$ cat src/rtl/irq_ctrl.sv
// ----------------------------------------------------------------------------
// Module   : irq_ctrl
// Brief    : Fixed-priority interrupt controller with bus-mapped PENDING,
//            ENABLE, STATUS and SWTRIG registers and an ASSERT/ACK/EOI sequence.
// Revision : 1.0
// ----------------------------------------------------------------------------
`default_nettype none

module irq_ctrl #(
  parameter int N_SRC = 4
) (
  input  logic             i_CLK,
  input  logic             i_RST,
  input  logic             i_CE,
  input  logic             i_REQ,
  input  logic             i_WE,
  input  logic [3:0]       i_ADDR,
  input  logic [31:0]      i_WDATA,
  output logic [31:0]      o_RDATA,
  output logic             o_GNT,
  input  logic [N_SRC-1:0] i_IRQ_SRC,
  output logic             o_IRQ,
  output logic [2:0]       o_IRQ_ID,
  input  logic             i_IRQ_ACK,
  input  logic             i_IRQ_EOI
);

  typedef enum logic [1:0] {
    IDLE    = 2'd0,
    ASSERT  = 2'd1,
    SERVICE = 2'd2
  } state_t;

  state_t           state_q, state_d;
  logic [N_SRC-1:0] pending_q, pending_d;
  logic [N_SRC-1:0] enable_q, enable_d;
  logic [N_SRC-1:0] src_q, src_d;
  logic             irq_q, irq_d;
  logic [2:0]       irq_id_q, irq_id_d;

  logic             wr;
  logic [1:0]       sel;
  logic [N_SRC-1:0] w1c, swtrig, rise, active, id_hit, ack_clr;
  logic [2:0]       first_idx;
  logic             ack_take;
  logic [31:0]      rd_mux;
  logic             unused_bits;

  assign unused_bits = ^{i_ADDR[1:0], i_WDATA};

  always_comb begin
    wr     = i_CE & i_REQ & i_WE;
    sel    = i_ADDR[3:2];
    w1c    = (wr && sel == 2'd0) ? i_WDATA[N_SRC-1:0] : '0;
    swtrig = (wr && sel == 2'd3) ? i_WDATA[N_SRC-1:0] : '0;
    rise   = i_IRQ_SRC & ~src_q;
    src_d  = i_IRQ_SRC;
    active = pending_q & enable_q;

    id_hit    = '0;
    first_idx = 3'd0;
    for (int i = 0; i < N_SRC; i++) begin
      id_hit[i] = (irq_id_q == 3'(i));
    end
    // Walk downward so the lowest index (highest priority) wins.
    for (int i = N_SRC - 1; i >= 0; i--) begin
      if (active[i]) first_idx = 3'(i);
    end

    ack_take  = (state_q == ASSERT) && i_IRQ_ACK;
    ack_clr   = ack_take ? id_hit : '0;
    pending_d = (pending_q & ~w1c & ~ack_clr) | rise | swtrig;
    enable_d  = (wr && sel == 2'd1) ? i_WDATA[N_SRC-1:0] : enable_q;
  end

  always_comb begin
    state_d  = state_q;
    irq_d    = irq_q;
    irq_id_d = irq_id_q;
    case (state_q)
      IDLE: begin
        if (|active) begin
          irq_id_d = first_idx;
          irq_d    = 1'b1;
          state_d  = ASSERT;
        end
      end
      ASSERT: begin
        // The asserted ID stays frozen; a withdrawn request drops back to IDLE.
        if (ack_take) begin
          irq_d   = 1'b0;
          state_d = SERVICE;
        end else if (!(|(active & id_hit))) begin
          irq_d   = 1'b0;
          state_d = IDLE;
        end
      end
      SERVICE: begin
        irq_d = 1'b0;
        if (i_IRQ_EOI) state_d = IDLE;
      end
      default: begin
        irq_d   = 1'b0;
        state_d = IDLE;
      end
    endcase
  end

  always_ff @(posedge i_CLK) begin
    if (i_RST) begin
      state_q   <= IDLE;
      pending_q <= '0;
      enable_q  <= '0;
      src_q     <= '0;
      irq_q     <= 1'b0;
      irq_id_q  <= 3'd0;
    end else begin
      state_q   <= state_d;
      pending_q <= pending_d;
      enable_q  <= enable_d;
      src_q     <= src_d;
      irq_q     <= irq_d;
      irq_id_q  <= irq_id_d;
    end
  end

  always_comb begin
    rd_mux = 32'd0;
    case (i_ADDR[3:2])
      2'd0:    rd_mux = 32'(pending_q);
      2'd1:    rd_mux = 32'(enable_q);
      2'd2:    rd_mux = {21'd0, irq_id_q, 6'd0, state_q};
      default: rd_mux = 32'd0;
    endcase
  end

  assign o_GNT    = i_REQ & i_CE;
  assign o_RDATA  = o_GNT ? rd_mux : 32'd0;
  assign o_IRQ    = irq_q;
  assign o_IRQ_ID = irq_id_q;

endmodule

`default_nettype wire

$ cat config.mk
export PLATFORM = sky130hd
export DESIGN_NAME = irq_ctrl
export DESIGN_NICKNAME = d
export VERILOG_FILES = /design/src/rtl/irq_ctrl.sv
export SDC_FILE = /design/constraint.sdc
export NUM_CORES = 1
export LEC_CHECK = 0
export ABC_CLOCK_PERIOD_IN_PS = 1400
export CAP_MARGIN = 20
export CORE_ASPECT_RATIO = 0.6
export CORE_MARGIN = 4
export CORE_UTILIZATION = 34
export CTS_CLUSTER_SIZE = 20
export DETAILED_ROUTE_END_ITERATION = 7
export PLACE_DENSITY_LB_ADDON = 0.15
export SLEW_MARGIN = 20
export SYNTH_ARGS = -nofsm -noshare
export SYNTH_HDL_FRONTEND = slang
export SYNTH_SLANG_ARGS = --single-unit
$ cat constraint.sdc
create_clock -name i_CLK -period 1.4 [get_ports i_CLK]
set_clock_uncertainty 0.05 [all_clocks]
set_input_delay 0.14 -clock i_CLK [delete_from_list [all_inputs] [get_ports i_CLK]]
set_output_delay 0.14 -clock i_CLK [all_outputs]
set_load 0.05 [all_outputs]
Word-level counts from Yosys, hierarchy flattened:

Cells that the tools add are included.

* register bits after elaboration: 18
* bits of input ports: 47
* output and inout port bits: 37
* logic and storage cells: 59

* eq/ne operators: 11
* muxes and demuxes: 18
* bitwise gates (word level): 12
* reductions and logical operators: 12

Operators with widths (count)
* 11-bit case mux with 3 select lines: 1
* 32-bit two-way mux: 1
* 4-bit AND: 5
* 4-bit two-way mux: 3
* 4-bit NOT: 3
* 2-bit two-way mux: 5
* 3-bit two-way mux: 3
* 4-bit bitwise OR: 2
* 4-bit OR reduction: 2
* 2-bit == test, second input constant: 3
* 3-bit by 2-bit == test with 1-bit output, second input constant: 2
* 2-bit case mux with 3 select lines: 1
* 2-bit by 1-bit == test with 1-bit output, second input constant: 2
* 1-bit logical AND: 4
* 2-bit zero test: 2
* 2-bit != test, second input constant: 2
* 2-bit AND reduction: 2
* 3-bit by 1-bit == test with 1-bit output, second input constant: 1
* 3-bit zero test: 1
* 1-bit two-way mux: 3
* 3-bit != test, second input constant: 1
* 3-bit AND reduction: 1
* 1-bit AND: 2
* 1-bit case mux with 2 select lines: 1

Logic depth before layout (Yosys ltp):

Gate-level depths: netlist (run 1).

* depth after elaboration: 9
* gate-level depth with buffers: 6
* mapped depth without buffers: 5

Worst setup path after synthesis (run 1):

OpenSTA, ideal clock, no wires.

* kind: reg-to-output
* start point: register irq_id_q[0] (netlist: o_IRQ_ID[0])
* end point: output o_RDATA[8]
* data arrival time: 2.102 ns
* required time: 1.210 ns
* setup slack: -0.892 ns
* cell stages (with the launch flop): 3
* path buffers: 1
* cell sequence: dfxtp_1 clkbuf_1 nor3b_1

* cells in the longest elaborated chain, start to end: 2

Ends and longest elaborated chain
* start, declared: RTL line 39 `logic [2:0] irq_id_q, irq_id_d;`
* start signal, assigned: RTL line 123 `irq_id_q <= irq_id_d;`
* 11-bit case mux with 3 select lines: RTL line 129 `case (i_ADDR[3:2])`
* 32-bit two-way mux: RTL line 138 `assign o_RDATA = o_GNT ? rd_mux : 32'd0;`
* end, declared: RTL line 19 `output logic [31:0] o_RDATA,`

No other way between the ends.

Worst setup path after layout (run 1):

* start point: register pending_q[0]
* end point: output o_RDATA[0]

* cells in the longest elaborated chain, start to end: 2

Ends and longest elaborated chain
* start, declared: RTL line 35 `logic [N_SRC-1:0] pending_q, pending_d;`
* start signal, assigned: RTL line 119 `pending_q <= pending_d;`
* 11-bit case mux with 3 select lines: RTL line 129
* 32-bit two-way mux: RTL line 138

No other way between the ends.

==> results by group, run 1 <==
Critical path
  • Crit Path Class: flip-flop to primary output
  • Worst setup path start: pending_q[0]
  • Data required time of the critical path: about 1.2 ns
  • Critical Path Max Stage Delay: 0.38 ns
  • Worst path cell trace: mux2i_1 > nor2_1 > a21oi_2 > nor2_2 > buf_12
  • CP max-delay cell: dfxtp_2
  • Crit path arrival time: ~1.2 ns
  • Worst R2R Path Depth: 4
  • Max FO, Critical Path: 5
  • RR Endpoint: pending_q[0]
  • Startpoint types: flip-flop
  • Reg2reg setup slack: about 0.12 ns
  • Critical R2R Launch: state_q[1]
  • Worst Setup End Kind: primary output

Synthesis
  • Leading register cell type out of synthesis: dfxtp_1
  • Register bit total from synthesis: 17
  • Cells after Synth: 134
  • Average footprint of a synthesized cell: between 8 and 9 µm²
  • Post-synth EDFFs: 0
  • Seq/Total Area, Yosys: just under 30%
  • Yosys warns: 0
  • Synth Cell Area: between 0.001 and 0.0015 mm²
  • Post-synth ARST share: 0%
  • Post-synthesis cell type count: 39

Power and ir drop
  • P per Cell Area: approximately 800 mW/mm²
  • Maximum vdd ir drop: roughly 430 µV
  • Leakage: 0.6566 nW
  • Tot Pwr: between 1 and 1.5 mW

Hold path
  • Worst min path class: input pin to flip-flop
  • Min-delay src: i_IRQ_SRC[0]
  • Worst Hold End: src_q[0]
  • Hold Path Depth: 2

Drt
  • Final ANT Viol Nets: 0
  • Detailed Route Iter0 Violations: 65
  • Vias: 986
  • Routed wire length: 2792 µm
  • Pre-antenna DRT Iters: 4
  • Wirelength per Cell: 13.11 µm
  • DRC Markers: 0
  • Vias per inst: between 4 and 5

STA
  • Final count of hold timing violations: 0
  • Final setup TNS: 0 ns
  • Fmax: 0.7195 GHz
  • Final setup fails: 0
  • PnR worst setup slack: 0.01006 ns
  • Hold Slack: around 0.41 ns
  • Final Cycle Share: 99.28%
  • RSZ-0062 raised after global routing: true
  • Tmin final: around 1.4 ns
  • Max-slew violations: 0

Clock tree
  • CTS root buffer: clkbuf_8
  • CTS tree: done
  • CTS Buf Count: 3
  • Clock sink count: 17
  • Cts hold-fix bufs: 0
  • Clk Latency, worst-skew pair: 0.26 ns
  • Worst-path clk slew: around 0.070 ns
  • H-tree depth: 1
  • Clock Tree Buf Depth: 2

Place
  • Number of placed cells counting well taps: ~210
  • Pre-CTS setup slack: -0.2765 ns
  • Post-DP HPWL: ~2300 µm
  • Port Buffers: 26
  • Placement Cell Area: ~0.0015 mm²
  • Final RePlAce weighted congestion: between 0.8 and 0.9

Final layout
  • Commonest non-fill, non-tap cell in the layout: conb_1
  • Post-Route Utilization: approximately half
  • Fill cell count: 323
  • Proportion of layout cells with a drive suffix above 1: approximately 29%
  • Most frequent cells in the layout: conb_1, clkdlybuf4s50_1, buf_4
  • Fin area: roughly 0.0016 mm²
  • Fin nets: around 220
  • Synthesis-to-layout area growth: 40.98%
  • Non-Filler Instances: approximately 210
  • Antenna Cells: 0

Floorplanning
  • Die Height: about 53 µm
  • Chip width: ~83 µm
  • Core area: 0.003243 mm²
  • Cell row count: 16
  • Initial Utilization: between 30% and 40%
  • Ports: 84
  • Die ar.: ~0.0044 mm²

GRT
  • GRT overflow: 0
  • Global-route wire length before repair: about 4500 µm
  • Vias in the first global route: 970
  • Tot GR Track Use: 12.95%
  • Largest net degree at the start of global routing: 12
  • Antenna violations before repair: 0

Status
  • Status: finished, final reports clean

Flow run
  • Max_cap viols: 0
-- Yosys cell counts (2+ instances only) --
cell / number / share of area [%]
clkbuf_1: 3 / 0.98
inv_1: 4 / 1.3
a22o_1: 2 / 1.5
nand4_1: 2 / 1.1
nor2b_1: 10 / 5.4
buf_4: 27 / 18
mux2i_1: 8 / 7.0
nand4b_1: 2 / 1.5
a211o_1: 2 / 1.5
a21oi_1: 12 / 5.2
buf_6: 3 / 2.9
nor3b_1: 3 / 2.0
nor2_1: 9 / 2.9
nor3_1: 2 / 0.87
dfxtp_1: 17 / 30
nand2_1: 5 / 1.6
-- cells by family after synthesis --
family / Yosys count / synth area share [%]
AOI/OAI and AO/OA: 27 / 15.98
other: 1 / 0.3258
DFF: 17 / 29.57
muxes: 8 / 6.957
buffers and inverters: 38 / 23.15
and+or+nand+nor: 43 / 24.02
-- critical path: cells and delay by family (launching register included) --
kind	cells	cell delay (ns)
AOI/OAI and AO/OA	1	0.05
buffers and inverters	1	0.15
DFF	1	0.38
muxes	1	0.08
and+or+nand+nor	2	0.28
-- flip-flops by register name (all words and copies together) (netlist names) --
signal,flops
enable_q,4
o_IRQ_ID,2
state_q,2
src_q,4
pending_q,4
o_IRQ,1
-- worst max-delay path by stage --
| stage | slack [ns] | end |
|---|---|---|
| 3_3_place_gp | -0.23 | pending_q[3] |
| 5_1_grt | -0.05 | o_RDATA[1] |
| 4_1_cts | 0.02 | o_RDATA[0] |
| 3_5_place_dp | -0.28 | pending_q[3] |
| 6_report | 0.01 | o_RDATA[0] |
| 2_1_floorplan | -0.09 | o_RDATA[8] |
-- routing by layer --
| metal | track usage (%) | vias up | routed length, µm |
|---|---|---|---|
| li1 | - | 482 | - |
| met1 | 16.76 | 453 | 1405 |
| met2 | 21.41 | 46 | 1184 |
| met3 | 2.333 | 5 | 165 |
| met4 | 5.707 | 0 | 37 |
| met5 | 0 | - | 0 |
-- report_power, final --
group	internal, mW	total [mW]	switching, mW
logic	0.112	0.364	0.252
clock network	0.198	0.374	0.176
registers	0.500	0.523	0.0232
-- layout make-up --
type                            count  area [µm²]  share of cell area, %
Clock buffer                        3       41.29                  2.544
Multi-Input combinational cell    105       694.4                  42.79
Sequential cell                    17       356.6                  21.97
Tap cell                           45       56.30                  3.470
Timing Repair Buffer               38       450.4                  27.76
Inverter                            4       18.77                  1.157
Clock inverter                      1       5.005                 0.3084
-- timing repair --
item                       4_1_cts  5_1_grt
gates resized for setup         13        5
setup endpoints to repair        7        3
pin swaps                        3        3
buffers inserted                 1        0
Note: power is estimated with default switching activity, not from simulation.
==> inputs of run 2 (changes only) <==
- CELL_PAD_IN_SITES_DETAIL_PLACEMENT: default -> 0
- CELL_PAD_IN_SITES_GLOBAL_PLACEMENT: default -> 1
- CORE_UTILIZATION: 34 -> 23
- PLACE_DENSITY: default -> 0.8
- PLACE_DENSITY_LB_ADDON: 0.15 -> default
==> run 2 against run 1 <==
Compared with the run above:
- setup slack better by 0.025 ns
- flip-flop and latch count unchanged
- worst hold slack better by 0.0054 ns
- count of clock-buffer cells in the layout up 1
- global-route usage down 4.3 points
- first-iteration DRC count up 3.1%
- highest routed layer is now met3
- die area up 41%
- sequential power about the same
- maximum frequency up 1.8%
- power down 0.20%
- register-to-register slack about the same
==> results by group, run 2 (synthesis gave the netlist of run 1 again) <==
Status
  • Status: finished, final reports clean

Place
  • Post-DP HPWL: 2335 µm
  • Final RePlAce weighted congestion: 0.8240
  • Port Buffers: 26
  • Pre-CTS setup slack: -0.3372 ns
  • Number of placed cells counting well taps: ~230

STA
  • Final count of hold timing violations: 0
  • PnR worst setup slack: between 0.03 and 0.04 ns
  • Tmin final: around 1.4 ns
  • Final setup fails: 0
  • Max-slew violations: 0
  • Hold Slack: 0.4123 ns
  • RSZ-0062 raised after global routing: true
  • Fmax: between 0.7 and 0.8 GHz
  • Final Cycle Share: about 98%

Power and ir drop
  • Psw: 439.1 µW
  • Combinational share of power: a little under 30%
  • Switching part of the total: a little over a third
  • Flop pwr share: around two fifths
  • Clk pwr share: around 29%
  • Maximum vdd ir drop: approximately 330 µV
  • P per Cell Area: about 750 mW/mm²
  • Leakage: roughly 0.67 nW
  • Internal: between 800 and 900 µW

Floorplanning
  • Cell row count: 19
  • Chip width: around 99 µm
  • Die Height: between 60 and 70 µm
  • Ports: between 80 and 90
  • Core area: ~0.0047 mm²
  • Die ar.: 0.006238 mm²
  • Initial Utilization: between 20% and 30%

Final layout
  • Non-Filler Instances: ~230
  • Synthesis-to-layout area growth: 45.65%
  • Commonest non-fill, non-tap cell in the layout: conb_1
  • Storage cell area: between 300 and 400 µm²
  • Multi-input gate area in the final layout: ~700 µm²
  • Top Registers: enable_q x4, pending_q x4, src_q x4
  • Fill cell count: 487
  • Proportion of layout cells with a drive suffix above 1: a little under a third
  • Most frequent cells in the layout: conb_1, clkdlybuf4s50_1, a21oi_1, buf_4
  • Antenna Cells: 0
  • Fin nets: 217

Critical path
  • Max FO, Critical Path: 5
  • Crit path depth: 5
  • CP delay by family, top: flip-flops
  • WP buf/inv: 1
  • Worst path cell trace: mux2i_1 > nor2_1 > a21oi_1 > nor2_2 > buf_12
  • Worst R2R Path Depth: 4
  • Worst Setup End Kind: primary output
  • Startpoint types: flip-flop
  • Crit path arrival time: ~1.2 ns
  • Data required time of the critical path: ~1.2 ns
  • CP max-delay cell: dfxtp_2
  • Critical Path Max Stage Delay: 0.34 ns
  • Crit Path Class: flip-flop to primary output

Clock tree
  • CTS root buffer: clkbuf_8
  • CTS Buf Count: 3
  • Clock sink count: 17
  • Clock Tree Buf Depth: 2
  • H-tree depth: 1
  • Cts hold-fix bufs: 0
  • Worst-path clk slew: roughly 0.060 ns
  • CTS tree: done
  • Clk Latency, worst-skew pair: approximately 0.25 ns

GRT
  • GRT overflow: 0
  • Largest net degree at the start of global routing: 12
  • GR peak layer: met1
  • Grt met2 use: between 10% and 20%
  • Vias in the first global route: around 840
  • M1 GR Usage: 12.92%
  • Antenna violations before repair: 0
  • Global-route wire length before repair: approximately 4300 µm
  • Tot GR Track Use: 8.653%
  • Met3 Usage GRT: between 4 and 5%

Drt
  • Vias per inst: 4.284
  • Routed wire length: about 2800 µm
  • Vias: a little under 1,000
  • DRC Markers: 0
  • Pre-antenna DRT Iters: 4
  • Detailed Route Iter0 Violations: 67
  • Wirelength per Cell: ~12 µm
  • Final ANT Viol Nets: 0

Hold path
  • Worst min path class: input pin to flip-flop
  • Hold Path Depth: 2

Flow run
  • Max_cap viols: 0
==> run 2: worst reg2reg max path, delay by kind of cell (launching register included) <==
family          cells  cell delay [ns]
compound gates      3             0.54
flops               1             0.34
simple gates        1             0.24
==> run 2: final cells by class <==
type                    instances  share of cell area [%]
multi-input cells             105                   41.19
flip-flops and latches         17                   21.94
clock buffers                   4                   2.687
repair buffers                 39                   28.36
well taps                      63                   4.701
inverters                       4                   1.119
==> run 2: routing by layer <==
layer | part of all wire [%] | up-vias
met4 | 0 | 0
li1 | - | 484
met5 | 0 | -
met1 | 48 | 461
met3 | 11 | 0
met2 | 41 | 49
==> run 2: final timing paths <==
check / from / end / slack (ns)
max: state_q[1] / o_RDATA[1] / 0.03
min: i_IRQ_SRC[0] / src_q[0] / 0.41
max reg2reg: state_q[1] / pending_q[0] / 0.13
min reg2reg: o_IRQ / o_IRQ / 0.48
==> run 2: timing repair <==
| item | CTS | global route |
|---|---|---|
| resized for setup | 11 | 13 |
| buffers inserted | 2 | 0 |
| pin swaps | 2 | 1 |
| setup endpoints to repair | 13 | 5 |
==> run 2: power by group through the flow <==
stage | logic (mW) | registers [mW] | clock network [mW]
after CTS | 0.369 | 0.525 | 0.377
after detailed placement | 0.359 | 0.535 | 0
after global routing | 0.390 | 0.523 | 0.413
after global placement | 0.357 | 0.534 | 0
after floorplan | 0.315 | 0.531 | 0
final | 0.371 | 0.522 | 0.366
==> run 2: per-stage QoR <==
stage               utilization (%)  total power, mW  cell area, µm²  TNS (ns)
global route                  35.62            1.326            1677  -0.03998
detailed placement            33.20           0.8943            1563    -3.582
global placement              33.20           0.8916            1563    -3.057
finish                        35.62            1.259            1677         0
floorplan                         -           0.8460            1294  -0.09086
CTS                           35.01            1.270            1648         0
==> inputs of run 3 (changes only) <==
- SLEW_MARGIN: 20 -> 40
==> results of run 3 <==
Same layout as run 2: the final DEF is identical, and so are final timing and power.
